File: config.mk
export PLATFORM = sky130hd
export DESIGN_NAME = axis_frame_src
export DESIGN_NICKNAME = d
export VERILOG_FILES = /design/src/rtl/axis_frame_src.sv
export SDC_FILE = /design/constraint.sdc
export NUM_CORES = 1
export LEC_CHECK = 0
export CAP_MARGIN = 20
export CELL_PAD_IN_SITES_DETAIL_PLACEMENT = 0
export CELL_PAD_IN_SITES_GLOBAL_PLACEMENT = 1
export CORE_MARGIN = 2
export CORE_UTILIZATION = 46
export CTS_CLUSTER_SIZE = 10
export DETAILED_ROUTE_END_ITERATION = 16
export HOLD_SLACK_MARGIN = 0.06
export PLACE_DENSITY = 0.75
export SLEW_MARGIN = 25
export SYNTH_ARGS = -nofsm -noshare
export SYNTH_HDL_FRONTEND = slang
export SYNTH_SLANG_ARGS = --single-unit
File: constraint.sdc
create_clock -name clk -period 6.3 [get_ports clk]
set_clock_uncertainty 0.1 [all_clocks]
set_input_delay 1.26 -clock clk [delete_from_list [all_inputs] [get_ports clk]]
set_output_delay 1.26 -clock clk [all_outputs]
set_load 0.01 [all_outputs]
File: src/rtl/axis_frame_src.sv
// Frame-RAM playback source: replays SAMP samples as an AXI-Stream frame,
// NFRAMES times per start request, with a host load port usable outside a run.
module axis_frame_src #(
   parameter int SAMP        = 32,
   parameter int TDATA_WIDTH = 16,
   parameter int NFRAMES     = 4
) (
   input  logic                           clk,
   input  logic                           rstn,
   input  logic                           start,
   input  logic                           wr_en,
   input  logic [$clog2(SAMP)-1:0]        wr_addr,
   input  logic [TDATA_WIDTH-1:0]         wr_data,
   output logic [TDATA_WIDTH-1:0]         m_axis_tdata,
   output logic                           m_axis_tvalid,
   input  logic                           m_axis_tready,
   output logic                           m_axis_tlast,
   output logic                           busy,
   output logic                           done,
   output logic [$clog2(NFRAMES+1)-1:0]   frame_count
);

   // state  | meaning
   // IDLE   | after reset, RAM loadable, waiting for start
   // STREAM | emitting frames, RAM writes and start ignored
   // DONE   | run complete, done high, RAM loadable, start re-arms

   localparam int AW = $clog2(SAMP);
   localparam int FW = $clog2(NFRAMES+1);
   localparam logic [AW-1:0] LAST_IDX = AW'(SAMP-1);
   localparam logic [FW-1:0] NF       = FW'(NFRAMES);

   typedef enum logic [1:0] {IDLE, STREAM, DONE} state_t;

   state_t                   state;
   logic [TDATA_WIDTH-1:0]   ram [SAMP];
   logic [AW-1:0]            idx;
   logic [AW-1:0]            idx_nxt;
   logic                     ram_we;
   logic                     xfer;
   logic                     last_frame;
   logic [TDATA_WIDTH-1:0]   first_word;

   assign ram_we     = wr_en && (state != STREAM);
   assign xfer       = m_axis_tvalid && m_axis_tready;
   assign idx_nxt    = idx + AW'(1);
   assign last_frame = (frame_count == NF - FW'(1));
   // A write to address 0 in the start cycle must reach the first beat.
   assign first_word = (ram_we && (wr_addr == '0)) ? wr_data : ram[0];

   // RAM has no reset so loaded frames survive a reset.
   always_ff @(posedge clk) begin
      if (ram_we) ram[wr_addr] <= wr_data;
   end

   always_ff @(posedge clk or negedge rstn) begin
      if (!rstn) begin
         state         <= IDLE;
         idx           <= '0;
         m_axis_tdata  <= '0;
         m_axis_tvalid <= 1'b0;
         m_axis_tlast  <= 1'b0;
         busy          <= 1'b0;
         done          <= 1'b0;
         frame_count   <= '0;
      end else begin
         case (state)
            IDLE, DONE: begin
               if (start) begin
                  state         <= STREAM;
                  idx           <= '0;
                  m_axis_tdata  <= first_word;
                  m_axis_tvalid <= 1'b1;
                  m_axis_tlast  <= 1'b0;
                  busy          <= 1'b1;
                  done          <= 1'b0;
                  frame_count   <= '0;
               end
            end
            STREAM: begin
               if (xfer) begin
                  if (m_axis_tlast && frame_count != NF)
                     frame_count <= frame_count + FW'(1);
                  if (m_axis_tlast && last_frame) begin
                     state         <= DONE;
                     m_axis_tvalid <= 1'b0;
                     m_axis_tlast  <= 1'b0;
                     busy          <= 1'b0;
                     done          <= 1'b1;
                  end else begin
                     idx          <= idx_nxt;
                     m_axis_tdata <= ram[idx_nxt];
                     m_axis_tlast <= (idx_nxt == LAST_IDX);
                  end
               end
            end
            default: state <= IDLE;
         endcase
      end
   end

endmodule

==> impl_metrics.env <==
export IMPL_clock_sinks=541
export IMPL_timing_rr_end="m_axis_tdata[3]"
export IMPL_syn_area_mm2=0.0212
export IMPL_cts_tree="built"
export IMPL_clockBufferDepth=3
export IMPL_grt_pass1_vias=10700
export IMPL_nFillCells=3521
export IMPL_p_leak_nw=7.87
export IMPL_reg2reg_slack_ns=2.73
export IMPL_first_pass_iters=5
export IMPL_drv_cap=0
export IMPL_multiInputGateArea_mm2=0.00488
export IMPL_grt_pass1_wl_um=73700
export IMPL_finalCriticalPeriod_ns=3.57
export IMPL_die_w_um=219
export IMPL_cp_arrival_ns=3.94
export IMPL_core_mm2=0.0455
export IMPL_drt_wl_total_um=50500
export IMPL_dp_hpwl_um=30000
export IMPL_viasPerCell=5.96
export IMPL_clock_latency_ns=0.60
export IMPL_power_total_mw=10.7
export IMPL_worstSetupPathType="reg -> reg"
export IMPL_antenna_found_initial=1
export IMPL_htreeDepth=2
export IMPL_post_cts_resize_count=0
export IMPL_via_count=10900
export IMPL_cts_hold_buf=0
export IMPL_syn2layout_area_growth_pct=15.3
export IMPL_reg2reg_depth=7
export IMPL_status="completed"
export IMPL_root_buffer="clkbuf_16"
export IMPL_grtUsageTotal_pct=21.5
export IMPL_syn_inst=1081
export IMPL_io_pins=49
export IMPL_fin_ws_ns=2.73
export IMPL_seqCellArea_mm2=0.0161
export IMPL_numCtsBuffers=60
export IMPL_yosysWarnings=0
export IMPL_diodes=0
export IMPL_dieArea_mm2=0.0479
export IMPL_yosys_cell_types_count=41
export IMPL_initial_core_util_pct=46.7
export IMPL_drive_gt1_share_pct=22.7
export IMPL_setup_viol=0
export IMPL_grt_max_degree=88
export IMPL_dpl_cell_area_mm2=0.0227
export IMPL_ant_nets=0
export IMPL_cts_setup_buffers=0
export IMPL_rsz0062_at_grt="no"
export IMPL_wl_per_cell_um=27.6
export IMPL_drv_slew=0
export IMPL_start_kind="flop"
export IMPL_gp_congestion=0.832
export IMPL_min_period_over_period_pct=56.6
export IMPL_required_ns=6.67
export IMPL_max_freq_mhz=280
export IMPL_rows=78
export IMPL_drt_initial_drc_count=1270
export IMPL_regToRegStartpoint="idx[0]"
export IMPL_dpl_worst_slack_ns=2.15
export IMPL_portBuffers=48
export IMPL_overflow=0
export IMPL_relSlewSlack_pct=32.4
export IMPL_die_h_um=219
export IMPL_crit_fanout=40
export IMPL_dp_cells=1725
export IMPL_syn_avg_cell_area_um2=19.7
export IMPL_hp_class="reg -> reg"
export IMPL_vdd_drop_max_mv=0.440
export IMPL_syn_nets=1112
export IMPL_power_density_mw_per_mm2=437
export IMPL_worstSetupStartpoint="idx[0]"
export IMPL_end_kind="flop"
export IMPL_path_clk_slew_ns=0.05
export IMPL_fin_cells=1828
export IMPL_drc=0
export IMPL_utilization_pct=53.8
export IMPL_hold_ws_ns=0.423
export IMPL_hold_violations=0
export IMPL_tightest_slew_ns=1.01
export IMPL_yosysSeqAreaShare_pct=75.8
export IMPL_ys_seq_elements=541
export IMPL_setup_tns_final_ns=0
export IMPL_nets=1219
export IMPL_cp_endpoint="m_axis_tdata[3]"
export IMPL_final_area_mm2=0.0245
[power by group]
group          internal [mW]  switching [mW]  total, mW
registers               4.02           0.130       4.15
logic                   1.46            1.96       3.42
clock network           1.84            1.30       3.13
total                   7.31            3.39       10.7
[critical path: stages (launching register included)]
cell and delay [ns]:
dfrtp_4 0.60, buf_4 0.73, buf_4 0.65, mux4_2 0.59, mux2i_1 0.30, a32oi_1 0.16
nand4_1 0.15, a31oi_1 0.09
[how the worst min path moves through the flow]
stage / start / endpoint / slack, ns / depth (start not counted)
floorplan: state[0] / busy / 0.39 / 1
global placement: frame_count[2] / frame_count[2] / 0.42 / 2
detailed placement: frame_count[2] / frame_count[2] / 0.42 / 2
CTS: frame_count[2] / frame_count[2] / 0.43 / 2
global route: done / done / 0.45 / 2
finish: frame_count[2] / frame_count[2] / 0.42 / 2
[cell type report]
type / instances / share of cell area (%)
sequential: 541 / 65.8
multi-input combinational: 469 / 19.9
clock buffer: 101 / 7.06
timing repair buffer: 107 / 3.97
tap: 600 / 3.07
inverter: 9 / 0.138
clock inverter: 1 / 0.0664
[Yosys cell counts, drive strengths merged]
library cell / number / area [um^2]
clkbuf: 35 / 131
nand2: 121 / 454
a21oi: 4 / 20.0
mux2i: 16 / 160
mux2: 16 / 214
a21o: 1 / 7.51
or3b: 2 / 17.5
o22ai: 4 / 25.0
a21boi: 1 / 7.51
o21bai: 1 / 7.51
or3: 2 / 12.5
or4b: 1 / 13.8
nand3: 36 / 180
nand4: 20 / 125
a31oi: 18 / 113
xnor2: 4 / 35.0
nand2b: 1 / 6.26
buf: 27 / 155
or2: 1 / 6.26
edfxtp: 512 / 15400
and2: 2 / 12.5
or2b: 1 / 7.51
mux4: 128 / 2880
nor2b: 2 / 20.0
nor2: 49 / 184
xor2: 1 / 8.76
ha: 5 / 62.6
dfrtp: 29 / 726
nand3b: 3 / 22.5
nand4b: 3 / 26.3
a32oi: 16 / 140
o31ai: 1 / 7.51
o21ai: 9 / 45.0
inv: 9 / 33.8
[registers in the layout, indices dropped and copies added (netlist names)]
register	cells
busy	1
idx	5
frame_count	3
ram	512
m_axis_tdata	16
m_axis_tlast	1
state	2
done	1
[cell families (layout without fill, tap and decap cells)]
kind of cell	count (synthesis)	in the layout	synth area share, %
AO/OA/AOI/OAI	55	55	1.76
flip-flops	541	541	75.8
XOR/XNOR	5	5	0.206
AND/OR/NAND/NOR	244	244	5.12
adder cells (fa/ha/maj)	5	5	0.294
multiplexers	160	160	15.3
buffers and inverters	71	218	1.51
[cells in the final DEF (no fill, tap or decap), types with 17 or more instances in the layout]
cell and n:
a31oi_1 17, buf_4 55, clkbuf_1 36, clkbuf_16 62
clkdlybuf4s50_1 48, dfrtp_1 28, edfxtp_1 512, mux4_2 128
nand2_1 121, nand3_1 36, nand4_1 20, nor2_1 49
[layer usage]
layer	routed length (um)	up-vias	share of wire, %	track usage (%)
li1	-	4592	-	-
met1	21200	5758	42	31.8
met2	23900	475	47	33.3
met3	4330	61	8.6	3.77
met4	1090	0	2.2	6.10
met5	0	-	0	0
No activity file was read; power rests on OpenSTA's default activity.
==> variant 1: new RTL, same settings <==
The 3 states of `state_t` get a one-hot encoding in 3 bits.
--- a/src/rtl/axis_frame_src.sv
+++ b/src/rtl/axis_frame_src.sv
@@ -30,7 +30,7 @@
    localparam logic [AW-1:0] LAST_IDX = AW'(SAMP-1);
    localparam logic [FW-1:0] NF       = FW'(NFRAMES);
 
-   typedef enum logic [1:0] {IDLE, STREAM, DONE} state_t;
+   typedef enum logic [2:0] {IDLE = 3'b001, STREAM = 3'b010, DONE = 3'b100} state_t;
 
    state_t                   state;
    logic [TDATA_WIDTH-1:0]   ram [SAMP];
Formal check against the unedited RTL: no difference found for any inputs over 4 cycles, from zero or initial values and one cycle with rstn low; so few cycles prove little.
==> variant 1 against the original RTL <==
Cell count down 3.5%; global-route usage is 0.78 points lower; cell area rose by 0.32%; routed wire length fell by 3.7%; sequential cell count up 1; synthesized area is 0.84% higher; setup slack worse by 0.11 ns; total power is 12% lower; largest cell class unchanged; largest power group unchanged; highest routed layer unchanged.
==> variant 1: results (changes against the original RTL) <==
outcome=finished clean (unchanged); Post-DP Area=22900 µm² (was 22700 µm²); Cells after Synth=1010 (was 1081); wl on met1=20.6 mm (was 21.2 mm); largest net degree at the start of global routing=103 (was 88); nonclk inv count=7 (was 9); Slew @ Worst Pin=1.04 ns (was 1.01 ns); Non-CTS buffers=103 (was 107); CP max-delay cell=dfrtp_4 (was buf_4); initial antenna violation count=2 (was 1); mux cell area share after synthesis=16.5% (was 15.3%); global routing usage on met1=31.1% (was 31.8%); worst slack, placed=2.36 ns (was 2.15 ns); multi-input gates=404 (was 469); met3 usage=3.09% (was 3.77%); Fillers=3586 (was 3521); Tot GR Track Use=20.7% (was 21.5%); Synth Area in XOR/XNOR=0.333% (was 0.206%); Critical Path AT=4.02 ns (was 3.94 ns); Synth area leaders=edfxtp_1 (72%), mux4_2 (13%), dfrtp_1 (3.4%) (was edfxtp_1 (72%), mux4_2 (14%), dfrtp_1 (3.4%)); final worst slack=2.62 ns (was 2.73 ns); sequential area share after synthesis=75.3% (was 75.8%); Sequential Area=16100 µm² (about the same); cell row count=79 (was 78); met2 wire len=22.9 mm (was 23.9 mm); vias per cell=5.99 (was 5.96); Post-Place Cells=1663 (was 1725); Yosys cell types=48 (was 41); HPWL after DPL=28.3 mm (was 30.0 mm); Worst VDD drop=236 µV (was 440 µV); Yosys reg bits=542 (was 541); Nets=1149 (was 1219); Async SR Flop Fraction=5.54% (was 5.36%); Post-synth top cells=edfxtp_1 (512), mux4_2 (128), mux2i_1 (65), nand2_1 (60), nor2_1 (38) (was edfxtp_1 (512), mux4_2 (128), nand2_1 (121), nor2_1 (49), nand3_1 (36)); end-of-flow core utilization=53.1% (was 53.8%); DR vias=10600 (was 10900); Layout non-clock buf frac=3.78% (was 3.97%)
variant 1: cell types whose count changed in the layout (fill, tap and decap cells not counted), sizes merged, moves of 17 or more:
cell   before  now
nand2     121   60
mux2i      16   65
nand3      36    6
nand4      20    1
a31oi      18    0
a32o        0   17
variant 1: path summary, 6_finish.rpt:
path,endpoint,cells after the start,from,slack [ns]
setup / recovery,m_axis_tdata[13]$_DFFE_PN0P_,7,idx[0]$_DFFE_PN0P_,2.62
hold / removal,done$_DFFE_PN0P_,1,done$_DFFE_PN0P_,0.40
setup reg to reg,m_axis_tdata[13]$_DFFE_PN0P_,7,idx[0]$_DFFE_PN0P_,2.62
hold reg to reg,done$_DFFE_PN0P_,1,done$_DFFE_PN0P_,0.40
max in group asynchronous,idx[0]$_DFFE_PN0P_,1,rstn,4.74
min in group asynchronous,busy$_DFFE_PN0P_,1,rstn,0.69
variant 1: where the power goes:
group	switching [mW]	internal, mW
Combinational	1.09	1.01
Clock	1.30	1.80
Sequential	0.134	4.04
==> variant 2: new RTL, same flow settings <==
Without the edit above. `TDATA_WIDTH`: 16 -> 12.
--- a/src/rtl/axis_frame_src.sv
+++ b/src/rtl/axis_frame_src.sv
@@ -2,7 +2,7 @@
 // NFRAMES times per start request, with a host load port usable outside a run.
 module axis_frame_src #(
    parameter int SAMP        = 32,
-   parameter int TDATA_WIDTH = 16,
+   parameter int TDATA_WIDTH = 12,
    parameter int NFRAMES     = 4
 ) (
    input  logic                           clk,
Ports: changed (resized m_axis_tdata and wr_data); port bits go from 49 to 41. No check against the original RTL was run, so the function may have changed too.
==> variant 2 against the original RTL <==
Combinational power fell by 28%; routed wire length fell by 25%; synthesized area fell by 22%; total power fell by 25%; cell count fell by 22%; sequential cell count fell by 132; via count fell by 22%; setup slack got worse by 0.15 ns; non-clock buffer count fell by 24; fmax fell by 4.1%; cell area fell by 23%; critical endpoint is now m_axis_tdata[8]$_DFFE_PN0P_.
==> variant 2: results (changes against the original RTL) <==
wire length of the first global-routing pass=56.2 mm (was 73.7 mm); sequential area share after synthesis=73.7% (was 75.8%); DR vias=8492 (was 10900); CP Max Fanout=43 (was 40); clk tree area frac=6.81% (was 7.12%); met2 usage=32.8% (was 33.3%); Top Registers=ram (384), m_axis_tdata (12), idx (5) (was ram (512), m_axis_tdata (16), idx (5)); initial antenna violation count=3 (was 1); worst slack, placed=2.18 ns (was 2.15 ns); share of layout cells above drive strength 1=23.4% (was 22.7%); Max Used Layer=met5 (was met4); Fillers=2750 (was 3521); initial DRC count=859 (was 1270); Nets=975 (was 1219); global routing usage on met1=29.2% (was 31.8%); Skew-Pair Late Insertion Delay=0.55 ns (was 0.60 ns); Layout non-clock buf frac=3.86% (was 3.97%); Placer Congestion=0.794 (was 0.832); HPWL after DPL=23.1 mm (was 30.0 mm); multi-input gates=399 (was 469); WL/cell=26.4 µm (was 27.6 µm); Tot GR Track Use=20.3% (was 21.5%); outcome=finished clean (unchanged); Async SR Flop Fraction=6.11% (was 5.36%); Multi-input gate area=4140 µm² (was 4880 µm²); worst flop-to-flop path endpoint=m_axis_tdata[8]$_DFFE_PN0P_ (was m_axis_tdata[3]$_DFFE_PN0P_); wl on met1=16.5 mm (was 21.2 mm); Yosys cell types=49 (was 41); Layout area overhead=14.8% (was 15.3%); nonclk inv count=8 (was 9); Worst VDD drop=343 µV (was 440 µV); Sequential Area=12200 µm² (was 16100 µm²); DR pass1 iterations=4 (was 5); met3 usage=3.07% (was 3.77%); Final Cycle Share=59.1% (was 56.6%); WL met3=2.17 mm (was 4.33 mm); Synth Area in Adders=0.379% (was 0.294%); crit-path max cell delay=0.81 ns (was 0.73 ns); cts bufs inserted=47 (was 60); Non-CTS buffers=83 (was 107); met2 wire len=18.4 mm (was 23.9 mm); hold-critical path endpoint=m_axis_tdata[10]$_DFFE_PN0P_ (was frame_count[2]$_DFFE_PN0P_); Worst Min Path Start=m_axis_tdata[10]$_DFFE_PN0P_ (was frame_count[2]$_DFFE_PN0P_); Synth area leaders=edfxtp_1 (70%), mux4_2 (12%), dfrtp_1 (3.8%) (was edfxtp_1 (72%), mux4_2 (14%), dfrtp_1 (3.4%)); Critical Path AT=4.03 ns (was 3.94 ns)
variant 2: changes by cell type in the layout (fill, tap and decap cells not counted), moves of 10 or more:
cell | before | now
o21ai_0 | 8 | 36
mux4_2 | 128 | 89
nand2_1 | 121 | 57
nor2_2 | 0 | 10
clkbuf_1 | 36 | 18
nand3_1 | 36 | 14
nand4_1 | 20 | 1
a32oi_1 | 16 | 0
clkbuf_16 | 62 | 47
a31oi_1 | 17 | 0
edfxtp_1 | 512 | 384
buf_4 | 55 | 42
variant 2: report_power, final:
group / total, mW / switching [mW] / leakage, nW / internal [mW]
clock network: 2.35 / 0.997 / 0.624 / 1.36
registers: 3.17 / 0.0999 / 3.76 / 3.07
logic: 2.46 / 1.35 / 1.69 / 1.11
variant 2: worst register-to-register path: stages, from the launching register on:
cell and delay [ns]:
dfrtp_4 0.58, buf_4 0.64, buf_4 0.85, mux4_2 0.65, mux2i_1 0.27, o21ai_0 0.21
o2111ai_1 0.17, a211oi_1 0.10
